**config.mk**
```make
export PLATFORM = sky130hd
export DESIGN_NAME = amstrad_mem_arbiter
export DESIGN_NICKNAME = d
export VERILOG_FILES = /design/src/rtl/amstrad_mem_arbiter.sv
export SDC_FILE = /design/constraint.sdc
export NUM_CORES = 1
export LEC_CHECK = 0
export CORE_UTILIZATION = 40
export CTS_CLUSTER_DIAMETER = 30
export CTS_CLUSTER_SIZE = 8
export DETAILED_ROUTE_END_ITERATION = 12
export DONT_BUFFER_PORTS = 1
export PLACE_DENSITY_LB_ADDON = 0.15
export RECOVER_POWER = 100
export SKIP_CTS_REPAIR_TIMING = 1
export SLEW_MARGIN = 20
export SYNTH_ARGS = -nofsm -noshare
export SYNTH_HDL_FRONTEND = slang
export SYNTH_SLANG_ARGS = --single-unit
```
**constraint.sdc**
```tcl
create_clock -name clk -period 3.4 [get_ports clk]
set_input_delay 0.34 -clock clk [delete_from_list [all_inputs] [get_ports clk]]
set_output_delay 0.34 -clock clk [all_outputs]
set_load 0.01 [all_outputs]
```
**src/rtl/amstrad_mem_arbiter.sv**
```systemverilog
`default_nettype none
// +----------------------------------------------------------------------------+
// | amstrad_mem_arbiter: shares one 16-bit memory port between video fetch,    |
// | Z80 CPU cycles and the ROM/disk loader (video > CPU > loader, anti-starve). |
// | Revision: 1.0                                                              |
// +----------------------------------------------------------------------------+
module amstrad_mem_arbiter #(
   parameter int AW         = 23,
   parameter int STARVE_MAX = 64
) (
   input  logic          clk,
   input  logic          reset,
   input  logic          vid_req,
   input  logic [14:0]   vid_addr,
   output logic [15:0]   vid_dout,
   output logic          vid_valid,
   output logic          vid_overrun,
   input  logic          cpu_rd,
   input  logic          cpu_wr,
   input  logic [AW-1:0] cpu_addr,
   input  logic [7:0]    cpu_din,
   output logic [7:0]    cpu_dout,
   output logic          cpu_ack,
   input  logic          ld_wr,
   input  logic [AW-1:0] ld_addr,
   input  logic [7:0]    ld_data,
   output logic          ld_busy,
   output logic          ld_ovf,
   output logic          mem_req,
   output logic          mem_we,
   output logic [AW-2:0] mem_addr,
   output logic [1:0]    mem_be,
   output logic [15:0]   mem_wdata,
   input  logic [15:0]   mem_rdata,
   input  logic          mem_ack
);

   localparam int              c_SW         = $clog2(STARVE_MAX + 1);
   localparam logic [c_SW-1:0] c_STARVE_MAX = c_SW'(STARVE_MAX);

   typedef enum logic [1:0] {S_IDLE, S_VID, S_CPU, S_LD} state_t;

   state_t           r_state, w_state_n;
   logic             r_vid_pend, r_cpu_pend, r_cpu_done, r_ld_busy, r_ld_ovf;
   logic [14:0]      r_vid_addr;
   logic [AW-1:0]    r_ld_addr;
   logic [7:0]       r_ld_data;
   logic [c_SW-1:0]  r_starve;
   logic             r_mem_we, w_mem_we_n;
   logic [AW-2:0]    r_mem_addr, w_mem_addr_n;
   logic [1:0]       r_mem_be, w_mem_be_n;
   logic [15:0]      r_mem_wdata, w_mem_wdata_n;
   logic [15:0]      r_vid_dout;
   logic             r_vid_valid, r_vid_overrun, r_cpu_ack;
   logic [7:0]       r_cpu_dout;
   logic             w_take_ld, w_vid_accept, w_cpu_live;
   logic             w_vid_done, w_cpu_fin, w_ld_done, w_ld_grant;

   assign w_vid_done   = (r_state == S_VID) & mem_ack;
   assign w_cpu_fin    = (r_state == S_CPU) & mem_ack;
   assign w_ld_done    = (r_state == S_LD)  & mem_ack;
   assign w_ld_grant   = (r_state == S_IDLE) & (w_state_n == S_LD);
   assign w_vid_accept = vid_req & ((~r_vid_pend & (r_state != S_VID)) | w_vid_done);
   assign w_cpu_live   = (cpu_rd | cpu_wr) & ~r_cpu_done;

   always_ff @(posedge clk or posedge reset) begin
      if (reset) r_state <= S_IDLE;
      else       r_state <= w_state_n;
   end

   always_comb begin
      w_state_n     = r_state;
      w_mem_we_n    = r_mem_we;
      w_mem_addr_n  = r_mem_addr;
      w_mem_be_n    = r_mem_be;
      w_mem_wdata_n = r_mem_wdata;
      w_take_ld     = 1'b0;
      case (r_state)
         S_IDLE: begin
            if (r_vid_pend) begin
               w_state_n     = S_VID;
               w_mem_we_n    = 1'b0;
               w_mem_addr_n  = {{(AW-16){1'b0}}, r_vid_addr};
               w_mem_be_n    = 2'b11;
               w_mem_wdata_n = 16'h0000;
            end else if (r_ld_busy && (r_starve == c_STARVE_MAX)) begin
               w_take_ld = 1'b1;
            end else if (r_cpu_pend) begin
               // simultaneous rd/wr resolves to a write
               w_state_n     = S_CPU;
               w_mem_we_n    = cpu_wr;
               w_mem_addr_n  = cpu_addr[AW-1:1];
               w_mem_be_n    = cpu_addr[0] ? 2'b10 : 2'b01;
               w_mem_wdata_n = {cpu_din, cpu_din};
            end else if (r_ld_busy) begin
               w_take_ld = 1'b1;
            end
            if (w_take_ld) begin
               w_state_n     = S_LD;
               w_mem_we_n    = 1'b1;
               w_mem_addr_n  = r_ld_addr[AW-1:1];
               w_mem_be_n    = r_ld_addr[0] ? 2'b10 : 2'b01;
               w_mem_wdata_n = {r_ld_data, r_ld_data};
            end
         end
         default: begin
            if (mem_ack) w_state_n = S_IDLE;
         end
      endcase
   end

   always_ff @(posedge clk or posedge reset) begin
      if (reset) begin
         r_mem_we    <= 1'b0;
         r_mem_addr  <= '0;
         r_mem_be    <= 2'b00;
         r_mem_wdata <= 16'h0000;
      end else begin
         r_mem_we    <= w_mem_we_n;
         r_mem_addr  <= w_mem_addr_n;
         r_mem_be    <= w_mem_be_n;
         r_mem_wdata <= w_mem_wdata_n;
      end
   end

   always_ff @(posedge clk or posedge reset) begin
      if (reset) begin
         r_vid_pend    <= 1'b0;
         r_vid_addr    <= 15'h0000;
         r_vid_overrun <= 1'b0;
      end else begin
         r_vid_overrun <= vid_req & ~w_vid_accept;
         if (w_vid_accept) begin
            r_vid_pend <= 1'b1;
            r_vid_addr <= vid_addr;
         end else if ((r_state == S_IDLE) && (w_state_n == S_VID)) begin
            r_vid_pend <= 1'b0;
         end
      end
   end

   // CPU request is registered so it lines up with vid_pend; a completing
   // access clears it so the still-held strobe is not served twice.
   always_ff @(posedge clk or posedge reset) begin
      if (reset) begin
         r_cpu_pend <= 1'b0;
         r_cpu_done <= 1'b0;
      end else begin
         r_cpu_pend <= w_cpu_live & ~w_cpu_fin;
         if (w_cpu_fin)             r_cpu_done <= 1'b1;
         else if (~cpu_rd & ~cpu_wr) r_cpu_done <= 1'b0;
      end
   end

   always_ff @(posedge clk or posedge reset) begin
      if (reset) begin
         r_ld_busy <= 1'b0;
         r_ld_ovf  <= 1'b0;
         r_ld_addr <= '0;
         r_ld_data <= 8'h00;
         r_starve  <= '0;
      end else begin
         if (w_ld_done) r_ld_busy <= 1'b0;
         if (ld_wr) begin
            if (r_ld_busy) begin
               r_ld_ovf <= 1'b1;
            end else begin
               r_ld_busy <= 1'b1;
               r_ld_addr <= ld_addr;
               r_ld_data <= ld_data;
            end
         end
         if (w_ld_grant)
            r_starve <= '0;
         else if (r_ld_busy && (r_state != S_LD) && (r_starve != c_STARVE_MAX))
            r_starve <= r_starve + c_SW'(1);
      end
   end

   always_ff @(posedge clk or posedge reset) begin
      if (reset) begin
         r_vid_valid <= 1'b0;
         r_vid_dout  <= 16'h0000;
         r_cpu_ack   <= 1'b0;
         r_cpu_dout  <= 8'h00;
      end else begin
         r_vid_valid <= w_vid_done;
         r_cpu_ack   <= w_cpu_fin;
         if (w_vid_done) r_vid_dout <= mem_rdata;
         // upper byte enable marks an odd CPU byte address
         if (w_cpu_fin && !r_mem_we)
            r_cpu_dout <= r_mem_be[1] ? mem_rdata[15:8] : mem_rdata[7:0];
      end
   end

   assign mem_req     = (r_state != S_IDLE);
   assign mem_we      = r_mem_we;
   assign mem_addr    = r_mem_addr;
   assign mem_be      = r_mem_be;
   assign mem_wdata   = r_mem_wdata;
   assign vid_dout    = r_vid_dout;
   assign vid_valid   = r_vid_valid;
   assign vid_overrun = r_vid_overrun;
   assign cpu_dout    = r_cpu_dout;
   assign cpu_ack     = r_cpu_ack;
   assign ld_busy     = r_ld_busy;
   assign ld_ovf      = r_ld_ovf;

endmodule
`default_nettype wire

```
## Word-level counts from Yosys, hierarchy flattened

Index checks and enable logic that the tools add are counted.
W data, S select, Z words.

- Bits in registers: 128
- Logic and storage cells: 103

- $add $sub $neg: 1
- Eq/ne operators: 10
- Muxes and demuxes: 39
- Bitwise operators: 19
- Reduce and logical (&&, ||, !) cells: 15

Operators with widths:

| kind | number |
|---|---|
| $mux W22 | 4 |
| $mux W16 | 4 |
| $mux W2 | 12 |
| $mux W1 | 16 |
| $mux W7 | 2 |
| $and A1 B1 Y1 | 10 |
| $mux W8 | 1 |
| $reduce_bool A2 Y1 | 4 |
| $add A7 B1 Y7 const B | 1 |
| $eq A7 B7 Y1 const B | 1 |
| $ne A7 B7 Y1 const B | 1 |
| $not A1 Y1 | 7 |
| $eq A2 B2 Y1 const B | 3 |
| $logic_and A1 B1 Y1 | 5 |
| $eq A2 B1 Y1 const B | 2 |
| $reduce_and A2 Y1 | 2 |
| $ne A3 B2 Y1 const B | 1 |
| $reduce_and A3 Y1 | 1 |
| $reduce_bool A3 Y1 | 1 |
| $logic_not A2 Y1 | 1 |
| $ne A2 B1 Y1 const B | 1 |
| $ne A2 B2 Y1 const B | 1 |
| $or A1 B1 Y1 | 2 |
| $logic_not A1 Y1 | 1 |

## Longest topological paths before layout

Gate-level depths: netlist of run 1.

- Depth after elaboration: 11
- Gate-level depth with buffers: 7
- Depth with buffers taken out: 6

## Worst setup path before layout of run 1

No wires, ideal clock.

- Kind: register to register
- Start point: register r_starve[0]
- End point: register r_mem_addr[15] (netlist: mem_addr[15])
- Library setup time: 0.126 ns
- Arrival: 1.698 ns
- Required time: 3.274 ns
- Slack: 1.576 ns
- Stages on the path, launching flop included: 8
- Buffers on the path: 1
- Clock period less this slack: 1.824 ns
- Cell sequence: dfrtp_1 > inv_1 > ha_1 > and2b_1 > a41oi_4 > nor2_4 > buf_4 > a221o_1

- Word-level cells in the longest chain between the ends: 7
- Elaborated cells between the ends (all ways): 9
- Those cells by class: eq/ne: 2; mux: 4; reduce/logical: 3

RTL lines:

| item | line | RTL |
|---|---|---|
| from (decl) | 48 | `logic [c_SW-1:0] r_starve;` |
| from (signal assigned) | 176 | `r_starve <= r_starve + c_SW'(1);` |
| $eq A7 B7 Y1 (*) | 86 | `end else if (r_ld_busy && (r_starve == c_STARVE_MAX)) begin` |
| $logic_and A1 B1 Y1 (*) | 86 |  |
| $mux W1 | 86 |  |
| $mux W1 | 80 | `if (r_vid_pend) begin` |
| $mux W1 | 78 | `case (r_state)` |
| $ne A3 B2 Y1 (no source line) / $reduce_bool A3 Y1 (equally long branches) | n/a |  |
| $reduce_and A3 Y1 (no source line) | n/a |  |
| to (signal assigned) | 120 | `r_mem_addr <= w_mem_addr_n;` |
| to (decl) | 50 | `logic [AW-2:0] r_mem_addr, w_mem_addr_n;` |

Mark *: on every way between the ends. The rest lies on a longest branch, timed or not. The select of a mux whose other input is x is not followed.
A chain may end at the register's enable or synchronous reset.

## Worst setup path in the final report of run 1

- Start point: register r_ld_busy (netlist: ld_busy)
- End point: register r_ld_addr[3]

- Word-level cells in the longest chain between the ends: 2

RTL lines:

| item | line | RTL |
|---|---|---|
| from (decl) | 44 | `logic r_vid_pend, r_cpu_pend, r_cpu_done, r_ld_busy, r_ld_ovf;` |
| from (signal assigned) | 157 | `r_ld_busy <= 1'b0;` |
| from (signal assigned) | 163 | `if (w_ld_done) r_ld_busy <= 1'b0;` |
| from (signal assigned) | 168 | `r_ld_busy <= 1'b1;` |
| $not A1 Y1 (no source line) | n/a |  |
| $reduce_and A2 Y1 (no source line) | n/a |  |
| to (signal assigned) | 169 | `r_ld_addr <= ld_addr;` |
| to (decl) | 46 | `logic [AW-1:0] r_ld_addr;` |

No other way between the ends.

==> results of run 1 <==
==> metrics by stage <==
stage               hold WS (ns)  worst slack (ns)   util  instance area (um^2)
floorplan                  0.404              1.58      -                  5140
global placement           0.413              1.22  0.416                  5230
detailed placement         0.433              1.17  0.416                  5230
CTS                      -0.0102              1.16  0.464                  5840
global route             0.00323             0.607  0.465                  5850
finish                    0.0184             0.808  0.465                  5850
==> kinds of logic after synthesis <==
family,Yosys count,synth area share
simple gates,135,0.126
fa+ha+maj,2,0.00487
mux,55,0.118
compound gates,72,0.115
buf+inv,41,0.0410
flops,120,0.585
xor+xnor,6,0.0102
==> worst max-delay path by stage <==
| stage | start | to |
|---|---|---|
| 6_report | ld_busy | r_ld_addr[3] |
| 3_5_place_dp | r_vid_pend | mem_addr[5] |
| 4_1_cts | r_vid_pend | mem_addr[5] |
| 3_3_place_gp | ld_busy | mem_addr[14] |
| 2_1_floorplan | r_starve[0] | mem_addr[15] |
| 5_1_grt | ld_busy | r_ld_addr[3] |
==> layer usage <==
| layer | vias to the layer above | GRT usage | wire (um) |
|---|---|---|---|
| met1 | 1701 | 0.227 | 4940 |
| met3 | 17 | 0.0865 | 1200 |
| met2 | 115 | 0.314 | 5780 |
| met5 | - | 0 | 0 |
| met4 | 0 | 0.0874 | 198 |
| li1 | 1524 | - | - |
==> worst register-to-register path: stages, from the launching register on <==
cell and delay, ns:
dfrtp_1 0.59, nor2b_2 1.42, mux2_2 0.46
==> report_power, final <==
group / switching, W / total [W] / internal [W]
sequential: 0.000685 / 0.00279 / 0.00210
combinational: 0.000908 / 0.00168 / 0.000773
clock: 0.000613 / 0.00185 / 0.00124
==> area by class of cell <==
| cell class | count | area (um^2) |
|---|---|---|
| clock inverters | 9 | 149 |
| clock buffers | 22 | 454 |
| fillers | 1169 | 6720 |
| repair buffers | 8 | 70.1 |
| well taps | 172 | 215 |
| flip-flops and latches | 120 | 3000 |
| inverters | 11 | 42.5 |
| multi-input cells | 270 | 1910 |
==> flip-flops by register name, summed over array words and instances, names as in the netlist, 2 cells and up <==
register and flops:
r_ld_data 8, mem_be 2, r_state 2, r_vid_addr 15
cpu_dout 8, r_ld_addr 23, mem_addr 22, mem_wdata 8
vid_dout 16, r_starve 7
==> cells in the final DEF, fill, tap and decap left out, types with 2 or more instances in the layout <==
cell	instances
dlygate4sd3_1	3
and3_1	17
nand3b_1	2
dfrtp_1	120
clkinv_2	4
nor2b_1	2
nand4_1	3
a21o_1	3
nand2_1	65
xor2_1	5
mux2_1	4
mux2_2	42
a221o_1	15
clkbuf_16	17
a2bb2oi_1	9
nor3_1	5
o221ai_1	14
nor2_1	27
clkbuf_1	6
o22ai_1	2
o21ai_0	11
mux2i_1	9
ha_1	2
inv_1	8
nand3_1	2
bufinv_16	4
a21oi_1	10
==> flow_metrics.tcl, run 1 <==
set metrics [dict create \
    slowest_stage "nor2b_2" \
    synth_cell_types 50 \
    fin_cells 612 \
    dp_hpwl_mm 8.12 \
    fin_crit_ns 2.59 \
    p_leak_nw 2.65 \
    violations "capacitance limit, slew limit" \
    worstPathCellList "nor2b_2 -> mux2_2" \
    clockBufferDepth 2 \
    finalCritPeriodShare 0.762 \
    end_kind "register" \
    io_buffers 0 \
    dp_cells 577 \
    diodes 0 \
    crit_path_start_kind "register" \
    cts_tree "done" \
    synth_edf_count 0 \
    post-route-drc-count 0 \
    ys_seq_area_frac 0.585 \
    grt-ovfl-total 0 \
    ys.warnings.count 0 \
    vias_per_cell 5.49 \
    cts_inserted_buffers 17 \
    synth.net_count 533 \
    worstRegToRegCells 2 \
    cp_num_buf_inv 0 \
    yosysMostFrequentCell "dfrtp_1" \
    fin_tns_setup_ns 0 \
    relSlewSlack -0.185 \
    placementRows 41 \
    clk_pin_slew_ns 0.06 \
    synth_largest_area_cell "dfrtp_1" \
    synth-seq-cells 120 \
    worst_pin_slew_ns 1.77 \
    yosysTopAreaCellShare 0.585 \
    start_util 0.408 \
    rsz0062_at_grt "no" \
    grt_pass1_vias 3596 \
    antenna_found_initial 0 \
    hold_start "mem_ack" \
    hold_depth 1 \
    root_buffer "clkbuf_16" \
    core-area_um2 12600 \
    critPathMaxStageDelay_ns 1.42 \
    p_per_area_nw_per_um2 1080 \
    gp_congestion 0.726 \
    timing_hold_violations_final 0 \
    grt_pass1_wl_mm 19.1 \
    via_count 3357 \
    arrival_ns 2.88 \
    clk-insertion-delay-late_ns 0.42 \
    wl_per_cell_um 19.8 \
    cts_max_level 4 \
    clock-sinks 120 \
    synthCells 431 \
    regToRegSetupSlack_ns 0.81 \
    grt_max_degree 53 \
    path_delay_family "simple AND/OR/NAND/NOR gates" \
    ys_top_cells_by_count "dfrtp_1 (120), nand2_1 (64), mux2_2 (42), nor2_1 (27), and3_1 (17)" \
    async_flop_share 1.00 \
    synthFlopType "dfrtp_1" \
    worstHoldPathType "primary input to register" \
    cap_violations 1 \
    required_ns 3.69 \
    min_to "r_state[0]" \
    status "finished, violations left" \
    r2r-end "r_ld_addr[3]" \
    skew_ns 0.00750 \
    cp_max_fo 32 \
    fp.dieW_um 115 \
    ioPinCount 171 \
    ant_nets 0 \
    wl_mm 12.1 \
    nets 530 \
    netlist_area_um2 5130 \
    cp_num_cells 2 \
    setup_viol 0 \
    die_h_um 115 \
    path_class "register to register" \
    drt_pass1_iterations 4 \
    drtIter0Drc 138 \
    max_freq_mhz 386 \
    synth_area_leaders "dfrtp_1 (59%), mux2_2 (9.2%), nand2_1 (4.7%), a221o_1 (2.9%), o221ai_1 (2.4%)" \
    totalPowerFinal_w 0.00632 \
    ir_drop_v 0.000393 \
    r2r-start "ld_busy" \
    track_usage 0.196 \
    synth_area_per_cell_um2 11.9 \
    syn_to_final_growth_pct 13.9 \
    drive_gt1_frac 0.186 \
    slew_violations 33 \
    die-area_um2 13300 \
]
Power figures use the tool's default switching activity.
==> run 2, diff against run 1 <==
==> constraint.sdc (replaced) <==
create_clock -name clk -period 2.15 [get_ports clk]
set_input_delay 0.215 -clock clk [delete_from_list [all_inputs] [get_ports clk]]
set_output_delay 0.215 -clock clk [all_outputs]
set_load 0.01 [all_outputs]
==> run 2 against run 1 <==
Net effect:
- the flow finishes with violations (hold timing, slew limit)
- clock power grew 48%
- count of clock-buffer cells in the layout unchanged
- cell count increased by 14%
- highest routed layer unchanged
- worst hold slack got worse by 0.031 ns
- fmax up 27%
- first-iteration DRC count rose by 8.0%
- via count up 10%
- critical path depth increased by 2
- largest power group unchanged
- register-to-register slack lost 0.70 ns
- combinational power increased by 79%
- non-clock buffer count rose by 85
==> flow_metrics.tcl, run 2 (same netlist as run 1, synthesis figures left out) <==
set metrics [dict create \
    fin_util 0.529 \
    slew_violations 81 \
    wl_met2_mm 6.46 \
    post-route-drc-count 0 \
    fin_crit_ns 2.04 \
    final_common_cell "dfrtp_1" \
    wl_mm 13.2 \
    regToRegSetupSlack_ns 0.11 \
    finalCritPeriodShare 0.948 \
    crit_path_start_kind "register" \
    die-area_um2 13300 \
    start_util 0.408 \
    gp_congestion 0.747 \
    cts_max_level 4 \
    layout_common_cells "dfrtp_1 (120), dlygate4sd3_1 (80), nand2_1 (65), mux2_2 (42), nor2_1 (27)" \
    drt-met1-wl_mm 5.52 \
    core-area_um2 12600 \
    largest_reg_flops 23 \
    largest_register "r_ld_addr" \
    r2r-end "mem_wdata[12]" \
    hold-worst-slack_ns -0.0128 \
    p_int_w 0.00651 \
    wl_per_cell_um 18.9 \
    syn_to_final_growth_pct 29.6 \
    end_kind "register" \
    hold_start "cpu_addr[14]" \
    die_h_um 115 \
    dp_cells 586 \
    fillerInstances 1120 \
    p_clk_frac 0.270 \
    nets 615 \
    relSlewSlack -0.00545 \
    worst_pin_slew_ns 1.51 \
    worstHoldPathType "primary input to register" \
    cap_violations 0 \
    timing_hold_violations_final 4 \
    antenna_found_initial 0 \
    drtIter0Drc 149 \
    path_class "register to register" \
    required_ns 2.44 \
    fp.dieW_um 115 \
    wl_met3_um 948 \
    placementRows 41 \
    skew_ns 0.00760 \
    fin_tns_setup_ns 0 \
    clockBufferDepth 2 \
    violations "hold timing, slew limit" \
    vias_per_cell 5.30 \
    setup.worst_path.start "r_starve[2]" \
    dp_hpwl_mm 8.27 \
    max_freq_mhz 490 \
    io_buffers 0 \
    via_count 3693 \
    top_layer "met4" \
    fin_cells 697 \
    ant_nets 0 \
    ir_drop_v 0.000683 \
    drt_pass1_iterations 4 \
    seq_power_share 0.434 \
    grt-ovfl-total 0 \
    r2r-start "r_starve[2]" \
    cp_max_fo 17 \
    clk_pin_slew_ns 0.05 \
    diodes 0 \
    grt_pass1_vias 3533 \
    pre_cts_slack_ns 0.164 \
    status "finished, violations left" \
    drive_gt1_frac 0.175 \
    clk-insertion-delay-late_ns 0.42 \
    p_sw_frac 0.357 \
    cts_tree "done" \
    root_buffer "clkbuf_16" \
    p_sw_w 0.00362 \
    grt_pass1_wl_mm 19.0 \
    p_leak_nw 3.00 \
    clock-sinks 120 \
    arrival_ns 2.33 \
    track_usage 0.196 \
    setup_viol 0 \
    cts_inserted_buffers 17 \
    grt_max_degree 121 \
    ioPinCount 171 \
    worstRegToRegCells 4 \
    min_to "mem_addr[13]" \
    power_frac_comb 0.296 \
    regArea_um2 3000 \
    hold_depth 2 \
    multi_input_area_um2 1920 \
    timing.final.ws_setup_ns 0.111 \
    rsz0062_at_grt "no" \
    p_per_area_nw_per_um2 1520 \
]
-- run 2: cell types whose count changed in the layout (fill, tap and decap cells not counted), moves of 2 or more --
cell	delta
buf_4	+7
bufinv_16	-2
clkinvlp_4	+3
dlygate4sd3_1	+77
-- run 2: worst max path at each step --
stage                         end  cells past startpoint
global route        mem_wdata[12]                      4
global placement    mem_wdata[10]                      4
detailed placement   mem_addr[16]                      4
finish              mem_wdata[12]                      4
CTS                 mem_wdata[12]                      4
floorplan            mem_addr[15]                      7
-- run 2: area by class of cell --
cell class                      instances  share of cell area
Inverter                               11             0.00677
Multi-Input combinational cell        270               0.289
Clock buffer                           22              0.0698
Tap cell                              172              0.0324
Clock inverter                          9              0.0151
Sequential cell                       120               0.452
Timing Repair Buffer                   93               0.135
-- run 2: power groups by stage --
stage	clock network, W	logic [W]	registers (W)
finish	0.00273	0.00300	0.00440
global route	0.00290	0.00333	0.00453
CTS	0.00280	0.00293	0.00440
detailed placement	0	0.00293	0.00443
global placement	0	0.00281	0.00438
floorplan	0	0.00237	0.00410
-- run 2: metal layers --
layer	track usage	vias up
li1	-	1683
met1	0.230	1862
met2	0.314	129
met3	0.0801	19
met4	0.0935	0
met5	0	-
-- run 2: stage by stage --
| stage | total power (W) | cell area [um^2] | hold slack (ns) |
|---|---|---|---|
| after CTS | 0.0101 | 5880 | -0.142 |
| after floorplan | 0.00647 | 5140 | 0.302 |
| final | 0.0101 | 6650 | -0.0128 |
| after global routing | 0.0108 | 6650 | 0.00575 |
| after detailed placement | 0.00735 | 5310 | 0.313 |
| after global placement | 0.00720 | 5310 | 0.304 |
-- run 2: worst max-delay path, cell delays in order (launching register included) --
cell,delay (ns)
dfrtp_1,0.47
nor4b_4,0.47
nand3_2,0.38
and3_1,0.31
a221o_1,0.27
==> run 3, diff against run 2 <==
--- a/config.mk
+++ b/config.mk
@@ -5,7 +5,7 @@
 export SDC_FILE = /design/constraint.sdc
 export NUM_CORES = 1
 export LEC_CHECK = 0
-export CORE_UTILIZATION = 40
+export CORE_UTILIZATION = 54
 export CTS_CLUSTER_DIAMETER = 30
 export CTS_CLUSTER_SIZE = 8
 export DETAILED_ROUTE_END_ITERATION = 12
==> run 3 against run 2 <==
Net effect:
- the flow finishes with violations (capacitance limit, slew limit)
- worst hold slack gained 0.14 ns
- fmax grew 0.33%
- sequential cell count is the same
- setup slack gained 0.0067 ns
- clock skew is essentially flat
- total power grew 4.8%
- global-route usage grew 4.3 points
- via count grew 4.9%
- first-iteration DRC count grew 3.4%
- critical endpoint is now mem_addr[6]
- largest power group unchanged
- highest routed layer unchanged
==> flow_metrics.tcl, run 3 (same netlist as run 1, synthesis figures left out) <==
set metrics [dict create \
    die-area_um2 9900 \
    final_common_cell "dfrtp_1" \
    p_per_area_nw_per_um2 1540 \
    start_util 0.555 \
    fillerInstances 597 \
    largest_reg_flops 23 \
    cts_max_level 4 \
    skew_ns 0.00766 \
    worst_pin_slew_ns 1.63 \
    fp.dieW_um 99.5 \
    max_freq_mhz 492 \
    ant_nets 0 \
    hold_depth 3 \
    setup_viol 0 \
    dp_hpwl_mm 7.49 \
    grt-ovfl-total 0 \
    ioPinCount 171 \
    crit_path_start_kind "register" \
    p_sw_w 0.00371 \
    grt_pass1_wl_mm 18.0 \
    p_clk_frac 0.298 \
    worstHoldPathType "primary input to register" \
    root_buffer "clkbuf_8" \
    clk-insertion-delay-late_ns 0.51 \
    largest_register "r_ld_addr" \
    wl_mm 12.8 \
    slew_violations 121 \
    status "finished, violations left" \
    syn_to_final_growth_pct 34.5 \
    power_frac_comb 0.289 \
    ir_drop_v 0.00108 \
    cts_tree "done" \
    fin_crit_ns 2.03 \
    timing_hold_violations_final 0 \
    seq_power_share 0.413 \
    layout_common_cells "dfrtp_1 (120), dlygate4sd3_1 (100), nand2_1 (64), mux2_2 (42), nor2_1 (27)" \
    core-area_um2 9240 \
    hold-worst-slack_ns 0.127 \
    wl_per_cell_um 18.9 \
    regArea_um2 3000 \
    post-route-drc-count 0 \
    fin_tns_setup_ns 0 \
    p_int_w 0.00691 \
    clockBufferDepth 2 \
    relSlewSlack -0.0876 \
    nets 638 \
    drtIter0Drc 154 \
    design_area_um2 6900 \
    arrival_ns 2.45 \
    required_ns 2.57 \
    clk_pin_slew_ns 0.06 \
    vias_per_cell 5.72 \
    diodes 0 \
    timing.final.ws_setup_ns 0.118 \
    worstRegToRegCells 6 \
    multi_input_area_um2 1930 \
    grt_pass1_vias 3545 \
    gp_congestion 0.760 \
    placementRows 35 \
    path_class "register to register" \
    grt_max_degree 121 \
    finalCritPeriodShare 0.945 \
    antenna_found_initial 0 \
    placed_area_um2 5280 \
    clock-sinks 120 \
    track_usage 0.239 \
    p_sw_frac 0.349 \
    drive_gt1_frac 0.181 \
    drt_pass1_iterations 4 \
    io_buffers 0 \
    via_count 3873 \
    die_h_um 99.5 \
    cap_violations 1 \
    cp_max_fo 18 \
    cts_inserted_buffers 17 \
    end_kind "register" \
    pre_cts_slack_ns 0.191 \
    p_leak_nw 3.13 \
    violations "capacitance limit, slew limit" \
    fin_util 0.747 \
]
-- run 3: worst paths after layout --
path / start / endpoint / slack, ns
setup / recovery: r_state[0] / mem_addr[6] / 0.12
hold / removal: mem_ack / vid_dout[0] / 0.13
setup reg to reg: r_state[0] / mem_addr[6] / 0.12
hold reg to reg: r_cpu_done / r_cpu_pend / 0.43
max in group asynchronous: reset / r_cpu_done / 0.31
min in group asynchronous: reset / cpu_dout[3] / 0.76
-- run 3: area by class of cell --
| cell class | count | area share |
|---|---|---|
| Tap cell | 129 | 0.0234 |
| Clock inverter | 14 | 0.0359 |
| Clock buffer | 17 | 0.0600 |
| Timing Repair Buffer | 116 | 0.160 |
| Sequential cell | 120 | 0.435 |
| Multi-Input combinational cell | 270 | 0.279 |
| Inverter | 11 | 0.00653 |
-- run 3: power by group through the flow --
stage          logic [W]  clock network [W]  registers (W)
2_1_floorplan    0.00237                  0        0.00410
3_3_place_gp     0.00279                  0        0.00435
3_5_place_dp     0.00289                  0        0.00438
4_1_cts          0.00290            0.00321        0.00436
5_1_grt          0.00340            0.00330        0.00451
6_report         0.00307            0.00316        0.00439
-- run 3: critical path, stage by stage, from the launching register on --
cell       delay, ns
dfrtp_1         0.42
nor2_1          0.11
inv_2           0.21
a21o_1          0.56
buf_4           0.34
nand2_1         0.10
a2bb2oi_1       0.19
-- run 3: metrics by stage --
| step | cells | power (W) |
|---|---|---|
| after floorplan | 431 | 0.00647 |
| after global placement | 546 | 0.00714 |
| after detailed placement | 546 | 0.00727 |
| after CTS | 577 | 0.0105 |
| after global routing | 677 | 0.0112 |
| final | 677 | 0.0106 |
-- run 3: routing by layer --
metal,vias to the layer above,routed length (um),track usage
met4,0,174,0.0814
met2,154,6540,0.378
met5,-,0,0
met3,17,852,0.0935
met1,1962,5240,0.301
li1,1740,-,-
